<file path="src/rtl/panel_shifter_pkg.sv">
// Shared constants for the panel_shifter block.
//   PWM_WIDTH_DEF : default bits per colour channel / PWM phase width
//   PIPE_LAT      : cycles from {line,col} at the inputs to the pixel on rgb
//   LINE_PIXELS   : pixels shifted per scanline before a latch is meaningful
//   CH_*          : channel index inside fb_data (bit offset = index*PWM_WIDTH)
//   RGB_*         : bit position of each channel on the rgb output
package panel_shifter_pkg;

  localparam int PWM_WIDTH_DEF = 12;
  localparam int PIPE_LAT      = 3;
  localparam int LINE_PIXELS   = 64;

  // fb_data is {r1,g1,b1,r0,g0,b0}, MSB first.
  localparam int CH_B0 = 0;
  localparam int CH_G0 = 1;
  localparam int CH_R0 = 2;
  localparam int CH_B1 = 3;
  localparam int CH_G1 = 4;
  localparam int CH_R1 = 5;

  // rgb is {b1,g1,r1,b0,g0,r0}.
  localparam int RGB_R0 = 0;
  localparam int RGB_G0 = 1;
  localparam int RGB_B0 = 2;
  localparam int RGB_R1 = 3;
  localparam int RGB_G1 = 4;
  localparam int RGB_B1 = 5;

endpackage

</file>
<file path="src/rtl/panel_shifter_pixel_pwm.sv">
// pixel_pwm: six-channel PWM comparator for one upper/lower pixel pair.
//   fb_data : {r1,g1,b1,r0,g0,b0}, PWM_WIDTH bits each
//   pwm     : current PWM phase, aligned with fb_data
//   lit     : per-channel (channel > pwm), arranged as {b1,g1,r1,b0,g0,r0}
module pixel_pwm
  import panel_shifter_pkg::*;
#(
  parameter int PWM_WIDTH = PWM_WIDTH_DEF
) (
  input  logic [6*PWM_WIDTH-1:0] fb_data,
  input  logic [PWM_WIDTH-1:0]   pwm,
  output logic [5:0]             lit
);

  logic [PWM_WIDTH-1:0] r0, g0, b0, r1, g1, b1;

  assign b0 = fb_data[CH_B0*PWM_WIDTH +: PWM_WIDTH];
  assign g0 = fb_data[CH_G0*PWM_WIDTH +: PWM_WIDTH];
  assign r0 = fb_data[CH_R0*PWM_WIDTH +: PWM_WIDTH];
  assign b1 = fb_data[CH_B1*PWM_WIDTH +: PWM_WIDTH];
  assign g1 = fb_data[CH_G1*PWM_WIDTH +: PWM_WIDTH];
  assign r1 = fb_data[CH_R1*PWM_WIDTH +: PWM_WIDTH];

  // Unsigned strict compare: a zero channel never lights, a full-scale
  // channel lights in every phase except the last.
  always_comb begin
    lit         = '0;
    lit[RGB_R0] = (r0 > pwm);
    lit[RGB_G0] = (g0 > pwm);
    lit[RGB_B0] = (b0 > pwm);
    lit[RGB_R1] = (r1 > pwm);
    lit[RGB_G1] = (g1 > pwm);
    lit[RGB_B1] = (b1 > pwm);
  end

endmodule

</file>
<file path="src/rtl/panel_shifter.sv">
// panel_shifter: turns framebuffer pixels into HUB75-style panel signals.
//   clk_in, reset      : clock, asynchronous active-high reset
//   line, col, lat     : scan position from the timing generator (lat at col 0)
//   pwm, frame_clk     : PWM phase and start-of-frame pulse
//   blank              : forces the panel dark (one cycle later)
//   fb_addr / fb_data  : framebuffer read port, data one cycle after address
//   rgb, panel_clk     : shift data and shift clock (panel_clk = shift_en & ~clk_in)
//   panel_lat, panel_abc, panel_oe_n : latch strobe, row select, output enable
//   vsync              : frame_clk aligned with the panel outputs
// OE_GUARD is supported in the range 0..2 (the latch lookahead is 3 cycles deep).
module panel_shifter
  import panel_shifter_pkg::*;
#(
  parameter int PWM_WIDTH = PWM_WIDTH_DEF,
  parameter int OE_GUARD  = 1
) (
  input  logic                   clk_in,
  input  logic                   reset,
  input  logic [2:0]             line,
  input  logic [5:0]             col,
  input  logic                   lat,
  input  logic [PWM_WIDTH-1:0]   pwm,
  input  logic                   frame_clk,
  input  logic                   blank,
  output logic [8:0]             fb_addr,
  input  logic [6*PWM_WIDTH-1:0] fb_data,
  output logic [5:0]             rgb,
  output logic                   panel_clk,
  output logic                   panel_lat,
  output logic                   panel_oe_n,
  output logic [2:0]             panel_abc,
  output logic                   vsync
);

  localparam logic [6:0] CNT_FULL    = 7'(LINE_PIXELS);
  localparam logic [2:0] AHEAD_MASK  = (OE_GUARD >= 2) ? 3'b111 :
                                       (OE_GUARD == 1) ? 3'b011 : 3'b001;
  localparam logic [1:0] POST_LOAD   = (OE_GUARD >= 2) ? 2'd2 : 2'(OE_GUARD);

  logic [8:0]           fb_addr_q,   fb_addr_d;
  logic                 vld_p1_q,    vld_p1_d;
  logic                 lat_p1_q,    lat_p1_d;
  logic [2:0]           line_p1_q,   line_p1_d;
  logic [PWM_WIDTH-1:0] pwm_p1_q,    pwm_p1_d;
  logic                 vld_p2_q,    vld_p2_d;
  logic                 lat_p2_q,    lat_p2_d;
  logic [2:0]           line_p2_q,   line_p2_d;
  logic [PWM_WIDTH-1:0] pwm_p2_q,    pwm_p2_d;
  logic [5:0]           rgb_q,       rgb_d;
  logic                 shift_en_q,  shift_en_d;
  logic [2:0]           line_p3_q,   line_p3_d;
  logic [PIPE_LAT-1:0]  frame_dly_q, frame_dly_d;
  logic [6:0]           shift_cnt_q, shift_cnt_d;
  logic                 panel_lat_q, panel_lat_d;
  logic [2:0]           panel_abc_q, panel_abc_d;
  logic                 latched_q,   latched_d;
  logic [1:0]           post_cnt_q,  post_cnt_d;
  logic                 oe_n_q,      oe_n_d;

  logic [5:0]           lit;
  logic [2:0]           lat_ahead;

  pixel_pwm #(.PWM_WIDTH(PWM_WIDTH)) u_pixel_pwm (
    .fb_data (fb_data),
    .pwm     (pwm_p2_q),
    .lit     (lit)
  );

  always_comb begin
    // stage 1: issue the framebuffer read, carry scan state alongside it
    fb_addr_d   = {line, col};
    vld_p1_d    = 1'b1;
    lat_p1_d    = lat;
    line_p1_d   = line;
    pwm_p1_d    = pwm;

    // stage 2: read data returns; pwm travels with its address so the
    // compare sees the phase that belongs to this pixel
    vld_p2_d    = vld_p1_q;
    lat_p2_d    = lat_p1_q;
    line_p2_d   = line_p1_q;
    pwm_p2_d    = pwm_p1_q;

    // stage 3: compare result onto the panel data pins
    rgb_d       = vld_p2_q ? lit : '0;
    shift_en_d  = vld_p2_q;
    line_p3_d   = line_p2_q;
    frame_dly_d = {frame_dly_q[PIPE_LAT-2:0], frame_clk};

    // Count shifted pixels since reset; a latch is only allowed once a
    // whole line has been clocked in, so the first partial line is dropped.
    shift_cnt_d = shift_cnt_q;
    if (shift_en_q && (shift_cnt_q != CNT_FULL)) begin
      shift_cnt_d = shift_cnt_q + 7'd1;
    end

    panel_lat_d = lat_p2_q & vld_p2_q & (shift_cnt_d == CNT_FULL);
    // Row select follows the line that was just shifted, i.e. the one held
    // in stage 3 before the new line's first pixel arrives.
    panel_abc_d = panel_lat_d ? line_p3_q : panel_abc_q;
    latched_d   = latched_q | panel_lat_d;

    post_cnt_d  = '0;
    if (panel_lat_q) begin
      post_cnt_d = POST_LOAD;
    end else if (post_cnt_q != 2'd0) begin
      post_cnt_d = post_cnt_q - 2'd1;
    end

    // Once the first latch has happened every lat becomes a latch, so the
    // raw and partly delayed lat copies predict upcoming latch cycles:
    // bit 0 -> next cycle, bit 1 -> two cycles on, bit 2 -> three on.
    lat_ahead   = {lat, lat_p1_q, lat_p2_q};
    oe_n_d      = blank | ~latched_d | (|(lat_ahead & AHEAD_MASK)) |
                  (post_cnt_d != 2'd0);
  end

  always_ff @(posedge clk_in or posedge reset) begin
    if (reset) begin
      fb_addr_q   <= '0;
      vld_p1_q    <= 1'b0;
      lat_p1_q    <= 1'b0;
      line_p1_q   <= '0;
      pwm_p1_q    <= '0;
      vld_p2_q    <= 1'b0;
      lat_p2_q    <= 1'b0;
      line_p2_q   <= '0;
      pwm_p2_q    <= '0;
      rgb_q       <= '0;
      shift_en_q  <= 1'b0;
      line_p3_q   <= '0;
      frame_dly_q <= '0;
      shift_cnt_q <= '0;
      panel_lat_q <= 1'b0;
      panel_abc_q <= '0;
      latched_q   <= 1'b0;
      post_cnt_q  <= '0;
      oe_n_q      <= 1'b1;
    end else begin
      fb_addr_q   <= fb_addr_d;
      vld_p1_q    <= vld_p1_d;
      lat_p1_q    <= lat_p1_d;
      line_p1_q   <= line_p1_d;
      pwm_p1_q    <= pwm_p1_d;
      vld_p2_q    <= vld_p2_d;
      lat_p2_q    <= lat_p2_d;
      line_p2_q   <= line_p2_d;
      pwm_p2_q    <= pwm_p2_d;
      rgb_q       <= rgb_d;
      shift_en_q  <= shift_en_d;
      line_p3_q   <= line_p3_d;
      frame_dly_q <= frame_dly_d;
      shift_cnt_q <= shift_cnt_d;
      panel_lat_q <= panel_lat_d;
      panel_abc_q <= panel_abc_d;
      latched_q   <= latched_d;
      post_cnt_q  <= post_cnt_d;
      oe_n_q      <= oe_n_d;
    end
  end

  assign fb_addr    = fb_addr_q;
  assign rgb        = rgb_q;
  // Shift clock rises in the middle of the cycle, while rgb is stable.
  assign panel_clk  = shift_en_q & ~clk_in;
  assign panel_lat  = panel_lat_q;
  assign panel_abc  = panel_abc_q;
  assign panel_oe_n = oe_n_q;
  assign vsync      = frame_dly_q[PIPE_LAT-1];

endmodule
</file>
<file path="config.mk">
export PLATFORM = sky130hd
export DESIGN_NAME = panel_shifter
export DESIGN_NICKNAME = d
export VERILOG_FILES = /design/src/rtl/panel_shifter_pkg.sv /design/src/rtl/panel_shifter_pixel_pwm.sv /design/src/rtl/panel_shifter.sv
export SDC_FILE = /design/constraint.sdc
export NUM_CORES = 1
export LEC_CHECK = 0
export CORE_AREA = 2 2 92 94
export CTS_CLUSTER_SIZE = 30
export DETAILED_ROUTE_END_ITERATION = 8
export DIE_AREA = 0 0 94 96
export PLACE_DENSITY = 0.83
export SLEW_MARGIN = 10
export SYNTH_ARGS = -nofsm -noshare
export SYNTH_HDL_FRONTEND = slang
export SYNTH_SLANG_ARGS = --single-unit
</file>
<file path="constraint.sdc">
create_clock -name clk_in -period 2.52 [get_ports clk_in]
set_input_delay 0.504 -clock clk_in [delete_from_list [all_inputs] [get_ports clk_in]]
set_output_delay 0.504 -clock clk_in [all_outputs]
set_load 0.01 [all_outputs]
</file>
; Word-level counts from Yosys, hierarchy flattened
; Index checks and enable logic that the tools add are counted.
[totals]
output_inout_bits = 22
register_bits = 71
inputBits = 98
elab_cells = 46
[classes]
n_eq_ne = 2
reduce_logical = 4
bitwise = 9
muxes = 4
n_addsub = 2
n_lt_le_gt_ge = 6
[ops]
columns = operator, n
row1 = 12-bit greater-than comparator, 6
row2 = "7-bit by 1-bit adder with 7-bit output, second input constant", 1
row3 = "7-bit equality test, second input constant", 1
row4 = 7-bit 2-to-1 mux, 1
row5 = "7-bit != test, second input constant", 1
row6 = 6-bit 2-to-1 mux, 1
row7 = 2-bit 2-to-1 mux, 2
row8 = 1-bit bitwise OR, 4
row9 = 2-bit nonzero test, 2
row10 = 1-bit bitwise AND, 3
row11 = 1-bit NOT, 2
row12 = 2-bit OR reduction, 1
row13 = "2-bit by 1-bit subtractor with 2-bit output, second input constant", 1
row14 = 1-bit logical AND, 1

; Depth between registers and ports, before layout
[logic_depth]
depth_word = 10
depth_mapped = 7
mapped_depth_nobuf = 7

; Hierarchy
; A second synthesis with hierarchy kept.
[hier_totals]
cells_unflattened = 326
hier_area_um2 = 3723.6
[by_module_without_submodules]
columns = mod, seq_area_each_um2, instances, cells_per_inst, area_each_um2
row1 = panel_shifter, 1702.9, 1, 129, 2150.8
row2 = pixel_pwm, 0.0, 1, 197, 1572.8

==> flow_metrics.py <==
metrics = {
    "status": {
        "status": "finished clean",
    },
    "synthesis": {
        "async_flop_share": 1.000,
        "ys_seq_area_frac": 0.4596,
        "yosys_warnings": 0,
        "ys_ff_latch": 68,
        "yosysMostFrequentCell": "ha_1",
        "synth-edff-count": 0,
        "synth.top_cell.area_share": 0.4525,
        "ys_types": 43,
        "ys_top_cells_by_area": "dfrtp_1 45%, ha_1 25%, a21oi_1 3.2%, inv_1 2.8%, nand2_1 2.0%",
        "synth.avg_cell_area_um2": 11.51,
        "synth.cell_area_um2": 3705,
        "yosysTopAreaCell": "dfrtp_1",
        "syn-num-nets": 494,
        "synth_ff_type": "dfrtp_1",
        "synthTopCellsByCount": "74 x ha_1, 67 x dfrtp_1, 28 x inv_1, 24 x a21oi_1, 20 x nand2_1",
        "synth_cells": 322,
    },
    "power_and_ir_drop": {
        "swShare": 0.3034,
        "intPower_uw": 2165,
        "seqPwrFrac": 0.423,
        "power_switching_uw": 943.1,
        "power_leakage_uw": 0.002471,
        "pwr-share-clk": 0.346,
        "ir_worst_vdd_uv": 395.7,
        "p_comb_frac": 0.231,
        "powerDensity_nw_per_um2": 587.7,
    },
    "finish": {
        "drive_gt1_frac": 0.07391,
        "diodes": 0,
        "seqCellArea_um2": 1703,
        "final_nets": 627,
        "nFillCells": 599,
        "area_growth_pct": 42.76,
        "fin_cells": 565,
        "multi_input_comb_area_um2": 1884,
    },
    "floorplanning": {
        "num_rows": 33,
        "io_pins": 120,
        "fp.dieW_um": 94,
        "core-area_um2": 8051,
        "start_util": 0.4601,
        "die-area_um2": 9024,
        "die_y_um": 96,
    },
    "global_route": {
        "antenna_found_initial": 0,
        "grt_overflow": 0,
        "grt_max_degree": 35,
        "grt_util_all_layers": 0.2130,
        "grt_pass1_vias": 3210,
        "grt_pass1_wl_um": 14440,
    },
    "sta": {
        "grt_setup_unrepaired": "no",
        "tns_ps": 0,
        "max_slew_margin": 0.6492,
        "drv_slew": 0,
        "worst_pin_slew_ps": 521.4,
        "hold_viol": 0,
        "hold_ws_ps": 330.8,
        "fin_skew_ps": 6.978,
        "setup_violations": 0,
    },
    "worst_setup_path": {
        "crit_start": "clk_in",
        "crit_path_start_kind": "clock port",
        "path_max_fanout": 2,
        "worstPathRequired_ps": 2020,
        "cpPeakStageDelay_ps": 290,
        "path_class": "clock port to primary output",
        "end_kind": "primary output",
        "cp_cell_sequence": "clkbuf_8 > clkbuf_8 > nor2b_1 > dlygate4sd2_1",
        "crit_slowest_cell": "dlygate4sd2_1",
        "cp.arrival_ps": 1860,
        "rr_startpoint": "shift_cnt_q[0]",
        "crit_top_cell": "clkbuf_8",
    },
    "routing": {
        "ant_nets": 0,
        "drt-initial-drc-count": 113,
        "wl_per_cell_um": 15.69,
        "drc": 0,
        "drt-vias-per-instance": 5.301,
        "detail_route.first_pass.iterations": 4,
        "dr_total_vias": 2995,
        "route.final.wire_length_um": 8863,
    },
    "flow_run": {
        "max_cap_viol_count": 0,
    },
    "clock_network": {
        "cts_tree": "done",
        "clk_pin_slew_worst_paths_ps": 80,
        "clkLatencyLatePin_ps": 450,
        "cts_resized": 1,
        "hold_buffers": 0,
        "post-cts-setup-buffer-count": 0,
    },
    "min_path": {
        "hold_path_class": "input port to asynchronous set/reset pin",
    },
    "place": {
        "gp_congestion": 0.8528,
        "post-dp-hpwl_um": 7177,
        "io_buffers": 119,
        "dp_cells": 546,
    },
}
## path summary, 6_finish.rpt
kind | end | slack [ps] | cells past startpoint
max in group asynchronous | vld_p1_q | 1610 | 3
max | panel_clk | 160 | 4
max reg2reg | panel_abc[0] | 220 | 7
min | lat_p1_q | 330 | 2
min reg2reg | pwm_p2_q[4] | 350 | 0
min in group clk_in | pwm_p2_q[4] | 350 | 0
## final cells by class
cell class                      count  area share
Sequential cell                    68      0.3220
Tap cell                          105     0.02484
Clock buffer                       13     0.03288
Inverter                           28     0.01987
Timing Repair Buffer              120      0.2285
Multi-Input combinational cell    224      0.3563
Clock inverter                      7     0.01561
## worst max-delay path, delay by kind of cell
family	cells	cell delay, ps
AND/OR/NAND/NOR	1	90
buffers and inverters	3	520
## sequential cells by signal, indices dropped and copies added (netlist names), 2 cells and up
register / flops
fb_addr: 7
frame_dly_q: 3
line_p1_q: 2
line_p2_q: 3
line_p3_q: 3
panel_abc: 3
post_cnt_q: 2
pwm_p1_q: 12
pwm_p2_q: 12
rgb: 6
shift_cnt_q: 7
## metrics by stage
stage | util | area (um2) | setup WS [ps] | total power (uW)
6_report | 0.6569 | 5289 | 155.7 | 3108
5_1_grt | 0.6569 | 5289 | 63.07 | 3299
4_1_cts | 0.6569 | 5289 | 129.5 | 3133
3_5_place_dp | 0.6263 | 5042 | 147.4 | 2075
3_3_place_gp | 0.6263 | 5042 | 147.4 | 2022
2_1_floorplan | - | 3705 | 306.1 | 1745
## kinds of logic (layout without fill, tap and decap cells)
kind of cell | count (synthesis) | in the layout | synth area share
AOI/OAI and AO/OA | 66 | 66 | 0.1169
xor gates and xnor gates | 7 | 7 | 0.01655
adders and majority gates | 74 | 74 | 0.2499
buffers and inverters | 30 | 168 | 0.03175
DFF | 68 | 68 | 0.4596
muxes | 5 | 5 | 0.01486
other | 1 | 1 | 0.001012
and+or+nand+nor | 71 | 71 | 0.1094
## routing by layer
metal | share of wire | GRT usage | up-vias
met4 | 0.024 | 0.09058 | 0
li1 | - | - | 1437
met5 | 0 | 0 | -
met2 | 0.49 | 0.3661 | 108
met3 | 0.075 | 0.07753 | 22
met1 | 0.41 | 0.2398 | 1428
## power groups by stage
stage,Clock [uW],Combinational [uW],Sequential (uW)
floorplan,9.39,459,1280
global placement,25.4,673,1320
detailed placement,25.4,719,1330
CTS,1100,722,1310
global route,1160,805,1330
finish,1070,719,1310
## placed cells by master (no fill, tap or decap), types with 3 or more instances in the layout
cell type / synthesis / layout
nand3_1: 10 / 10
a21o_1: 8 / 8
clkdlybuf4s50_1: 0 / 118
nor2b_1: 5 / 5
ha_1: 74 / 74
and4_1: 3 / 3
clkbuf_8: 0 / 12
xnor2_1: 4 / 4
nand4_1: 8 / 8
inv_1: 28 / 27
a31oi_1: 3 / 3
nor2_1: 12 / 12
mux2_2: 4 / 4
o22ai_1: 3 / 3
nand2_1: 20 / 20
dfrtp_1: 67 / 67
inv_6: 0 / 3
nor4_1: 3 / 3
a21oi_1: 24 / 24
a221oi_1: 3 / 3
o21ai_0: 12 / 12
xor2_1: 3 / 3
Note: power is estimated with default switching activity, not from simulation.
==> variant 1 (same settings) <==
Make the reset (`reset`) synchronous in one clocked block. Comments in the files are not updated.
--- a/src/rtl/panel_shifter.sv
+++ b/src/rtl/panel_shifter.sv
@@ -116,5 +116,5 @@
   end
 
-  always_ff @(posedge clk_in or posedge reset) begin
+  always_ff @(posedge clk_in) begin
     if (reset) begin
       fb_addr_q   <= '0;
Formal check against the unedited RTL: differs if reset is asserted again (counterexample within 4 cycles, from zero or initial values and one cycle with reset high); with reset held inactive, the same outputs for 4 cycles.
==> variant 1 against the unedited design <==
Sequential cell count did not move. Routed wire length rose by 4.1%. Worst setup slack improved by 0.011 ns. First-iteration DRC count rose by 63%. Power fell by 14%. Final cell count rose by 8.0%. Cell area rose by 1.1%. Synthesized area rose by 3.0%. Core utilization rose by 0.71 points. Critical path type unchanged. Critical endpoint unchanged. Largest cell class unchanged. Largest power group unchanged.
==> variant 1: results (changes against the unedited design) <==
synth:
  synth_cell_types: 41  # -4.7%
  ys.flop_type: "dfxtp_1"
  synthCells: 376  # +17%
  ys_top_cells_by_area: "dfxtp_1 (36%), ha_1 (24%), nor2b_1 (8.7%)"
  synthMuxAreaShare_pct: 0.918  # -0.57 points
  synth_commonest_cells: "ha_1 (74), dfxtp_1 (68), nor2b_1 (53), inv_1 (25), a21o_1 (19)"
  async_flop_share_pct: 0  # -100 points
  synthXorXnorAreaFrac_pct: 1.15  # -0.51 points
cells_and_area:
  num-fill-cells: 620  # +3.5%
  final_nets: 672  # +7.2%
  drive_gt1_share_pct: 5.94  # -1.5 points
detailed_routing:
  wl_met1_um: 3810  # +5.5%
  drt-initial-drc-count: 184  # +63%
  wire_per_inst_um: 15.1  # -3.6%
  wl_met3_um: 664  # -0.75%
grt:
  grt_max_degree: 51  # +46%
  use_met1_pct: 23.2  # -0.73 points
  use_met2_pct: 37.0  # +0.36 points
  use_met3_pct: 6.19  # -1.6 points
critical_path:
  ff2ff_path_depth: 6  # -1
  critPathMaxStageDelay_ns: 0.27  # -0.02 ns
  r2r-end: "panel_oe_n$_SDFF_PP1_"
place:
  dpl.hpwl_um: 7210  # +0.52%
  place_inst: 591  # +8.2%
  place_area_um2: 5100  # +1.1%
status:
  outcome: "finished clean"
pwr:
  combPwrFrac_pct: 17.8  # -5.3 points
  p_seq_share_pct: 42.4  # about the same
worst_hold_path:
  hold_class: "input port to flip-flop"
variant 1: changes by cell type in the layout (fill, tap and decap cells not counted), moves of 5 or more:
cell	unedited run	this run
a21o_1	8	19
a21oi_1	24	15
dfrtp_1	67	0
dfxtp_1	0	68
nand2_1	20	4
nor2b_1	5	53
o21a_1	1	10
o21ai_0	12	7
variant 1: cell type report:
type	count	area (um^2)	area share (%)
sequential	68	1360	25.5
clock buffer	13	174	3.25
inverter	25	93.8	1.76
timing repair buffer	119	1180	22.1
clock inverter	7	82.6	1.54
tap	105	131	2.46
multi-input combinational	273	2320	43.4
variant 1: metrics by stage:
stage	setup WS (ns)	power, mW
6_report	0.166	2.66
5_1_grt	0.102	2.78
4_1_cts	0.145	2.69
3_5_place_dp	0.107	1.63
3_3_place_gp	0.147	1.61
2_1_floorplan	0.496	1.39
variant 1: what timing repair did:
item / 4_1_cts / 5_1_grt
hold buffers: 0 / 0
gates resized for setup: 1 / 0
endpoints found under the setup margin: 1 / 0
==> variant 2 (same settings) <==
Without the edit above. The output `fb_addr` loses its register stage (`fb_addr_q` becomes a continuous assignment).
--- a/src/rtl/panel_shifter.sv
+++ b/src/rtl/panel_shifter.sv
@@ -118,5 +118,4 @@
   always_ff @(posedge clk_in or posedge reset) begin
     if (reset) begin
-      fb_addr_q   <= '0;
       vld_p1_q    <= 1'b0;
       lat_p1_q    <= 1'b0;
@@ -138,5 +137,4 @@
       oe_n_q      <= 1'b1;
     end else begin
-      fb_addr_q   <= fb_addr_d;
       vld_p1_q    <= vld_p1_d;
       lat_p1_q    <= lat_p1_d;
@@ -160,4 +158,6 @@
   end
 
+  assign fb_addr_q = fb_addr_d;
+
   assign fb_addr    = fb_addr_q;
   assign rgb        = rgb_q;
Check against the original RTL: not equivalent (a bounded check fails within 4 cycles, from zero or initial values and one cycle with reset high).
==> variant 2 against the unedited design <==
Cell area fell by 5.4%. Sequential cell count fell by 6. Worst setup slack got worse by 0.0071 ns. Clock power fell by 6%. Routed wire length fell by 5.4%. Die area did not move. Global-route usage fell by 1.0 points. Register-to-register slack improved by 0.05 ns. Critical path depth did not move. Non-clock buffer count fell by 13. Power fell by 6.5%. Final cell count fell by 3.4%. Synthesized area fell by 2.2%.
==> variant 2: results (changes against the unedited design) <==
status:
  outcome: "finished clean"
cells_and_area:
  drive_gt1_share_pct: 7.26  # -0.14 points
  reg_top3: "pwm_p1_q: 12 flops, pwm_p2_q: 12 flops, shift_cnt_q: 7 flops"
  num-fill-cells: 644  # +7.5%
  fin_area_um2: 5000  # -5.4%
  stdcell_count: 546  # -3.4%
  final_nets: 608  # -3.0%
synth:
  ys_top_cells_by_area: "dfrtp_1 (42%), ha_1 (26%), a21oi_1 (3.3%)"
  synthCells: 325  # +0.93%
  synth_fp_nets: 497  # +0.61%
  synth_commonest_cells: "ha_1 (74), dfrtp_1 (61), inv_1 (28), a21oi_1 (24), nand2_1 (20)"
  yosysSeqAreaShare_pct: 42.9  # -3.1 points
place:
  place_ws_ns: 0.147  # -0.00000800 ns
  gp_routability_congestion: 0.858  # +0.55%
  place_inst: 527  # -3.5%
  place_area_um2: 4760  # -5.5%
  dpl.hpwl_um: 6720  # -6.4%
  io_buffers: 107  # -10%
pwr:
  ir_drop_v: 0.000331  # -16%
cts:
  path_clk_slew_ns: 0.07
  clock_latency_ns: 0.43  # -0.02 ns
grt:
  grt_usage_pct: 20.3  # -1.0 points
  grt_pass1_wl_um: 13700  # -4.8%
  grt_max_degree: 41  # +17%
  grt_pass1_vias: 3113  # -3.0%
detailed_routing:
  via_per_inst: 5.24  # -1.1%
  drt-initial-drc-count: 81  # -28%
  first_pass_iters: 4  # unchanged
sta:
  maxSlewHeadroom_pct: 62.9  # -2.1 points
worst_hold_path:
  hold_class: "flip-flop to flip-flop"
## variant 2: layer usage
layer / wire length (um) / vias up / GRT usage (%)
met4: 294 / 0 / 11.4
met5: 0 / - / 0
met1: 3630 / 1340 / 24.1
li1: - / 1390 / -
met3: 503 / 28 / 6.03
met2: 3950 / 104 / 33.0
## variant 2: final timing paths
check / start / endpoint / slack (ns) / cells past startpoint
hold / removal: pwm_p1_q[8]$_DFF_PP0_ / pwm_p2_q[8]$_DFF_PP0_ / 0.35 / 0
setup / recovery: clk_in / panel_clk / 0.15 / 4
setup reg to reg: shift_cnt_q[0]$_DFF_PP0_ / panel_abc[2]$_DFFE_PP0P_ / 0.27 / 7
hold reg to reg: pwm_p1_q[8]$_DFF_PP0_ / pwm_p2_q[8]$_DFF_PP0_ / 0.35 / 0
min in group asynchronous: reset / panel_abc[0]$_DFFE_PP0P_ / 0.41 / 2
max in group asynchronous: reset / pwm_p2_q[2]$_DFF_PP0_ / 1.53 / 3
## variant 2: area by class of cell
class,count,share of cell area (%)
multi-input combinational,224,37.7
sequential,62,31.0
timing repair buffer,107,21.6
clock buffer,15,3.83
tap,105,2.63
inverter,28,2.10
clock inverter,5,1.15
## variant 2: kinds of logic (layout without fill, tap and decap cells)
logic type	Yosys count	after routing	synth area share, %
AO/OA/AOI/OAI	66	66	12.0
multiplexers	5	5	1.52
adder cells (fa/ha/maj)	74	74	25.6
buffers and inverters	39	155	5.11
AND/OR/NAND/NOR	71	71	11.2
XOR/XNOR	7	7	1.69
other	1	1	0.104
flip-flops	62	62	42.9
## variant 2: what timing repair did
item,CTS,global route
setup buffers,0,0
setup endpoints to repair,1,0
resized for setup,1,0
## variant 2: report_power, final
group | leakage [nW] | internal [mW] | switching (mW)
clock network | 0.134 | 0.597 | 0.417
registers | 0.751 | 1.09 | 0.120
logic | 1.47 | 0.373 | 0.311
## variant 2: worst register-to-register path: stages (launching register included)
cell,delay [ns]
dfrtp_1,0.44
inv_1,0.10
ha_1,0.19
nand4bb_4,0.13
a311oi_1,0.32
a41oi_1,0.12
nor4b_4,0.45
mux2_2,0.38
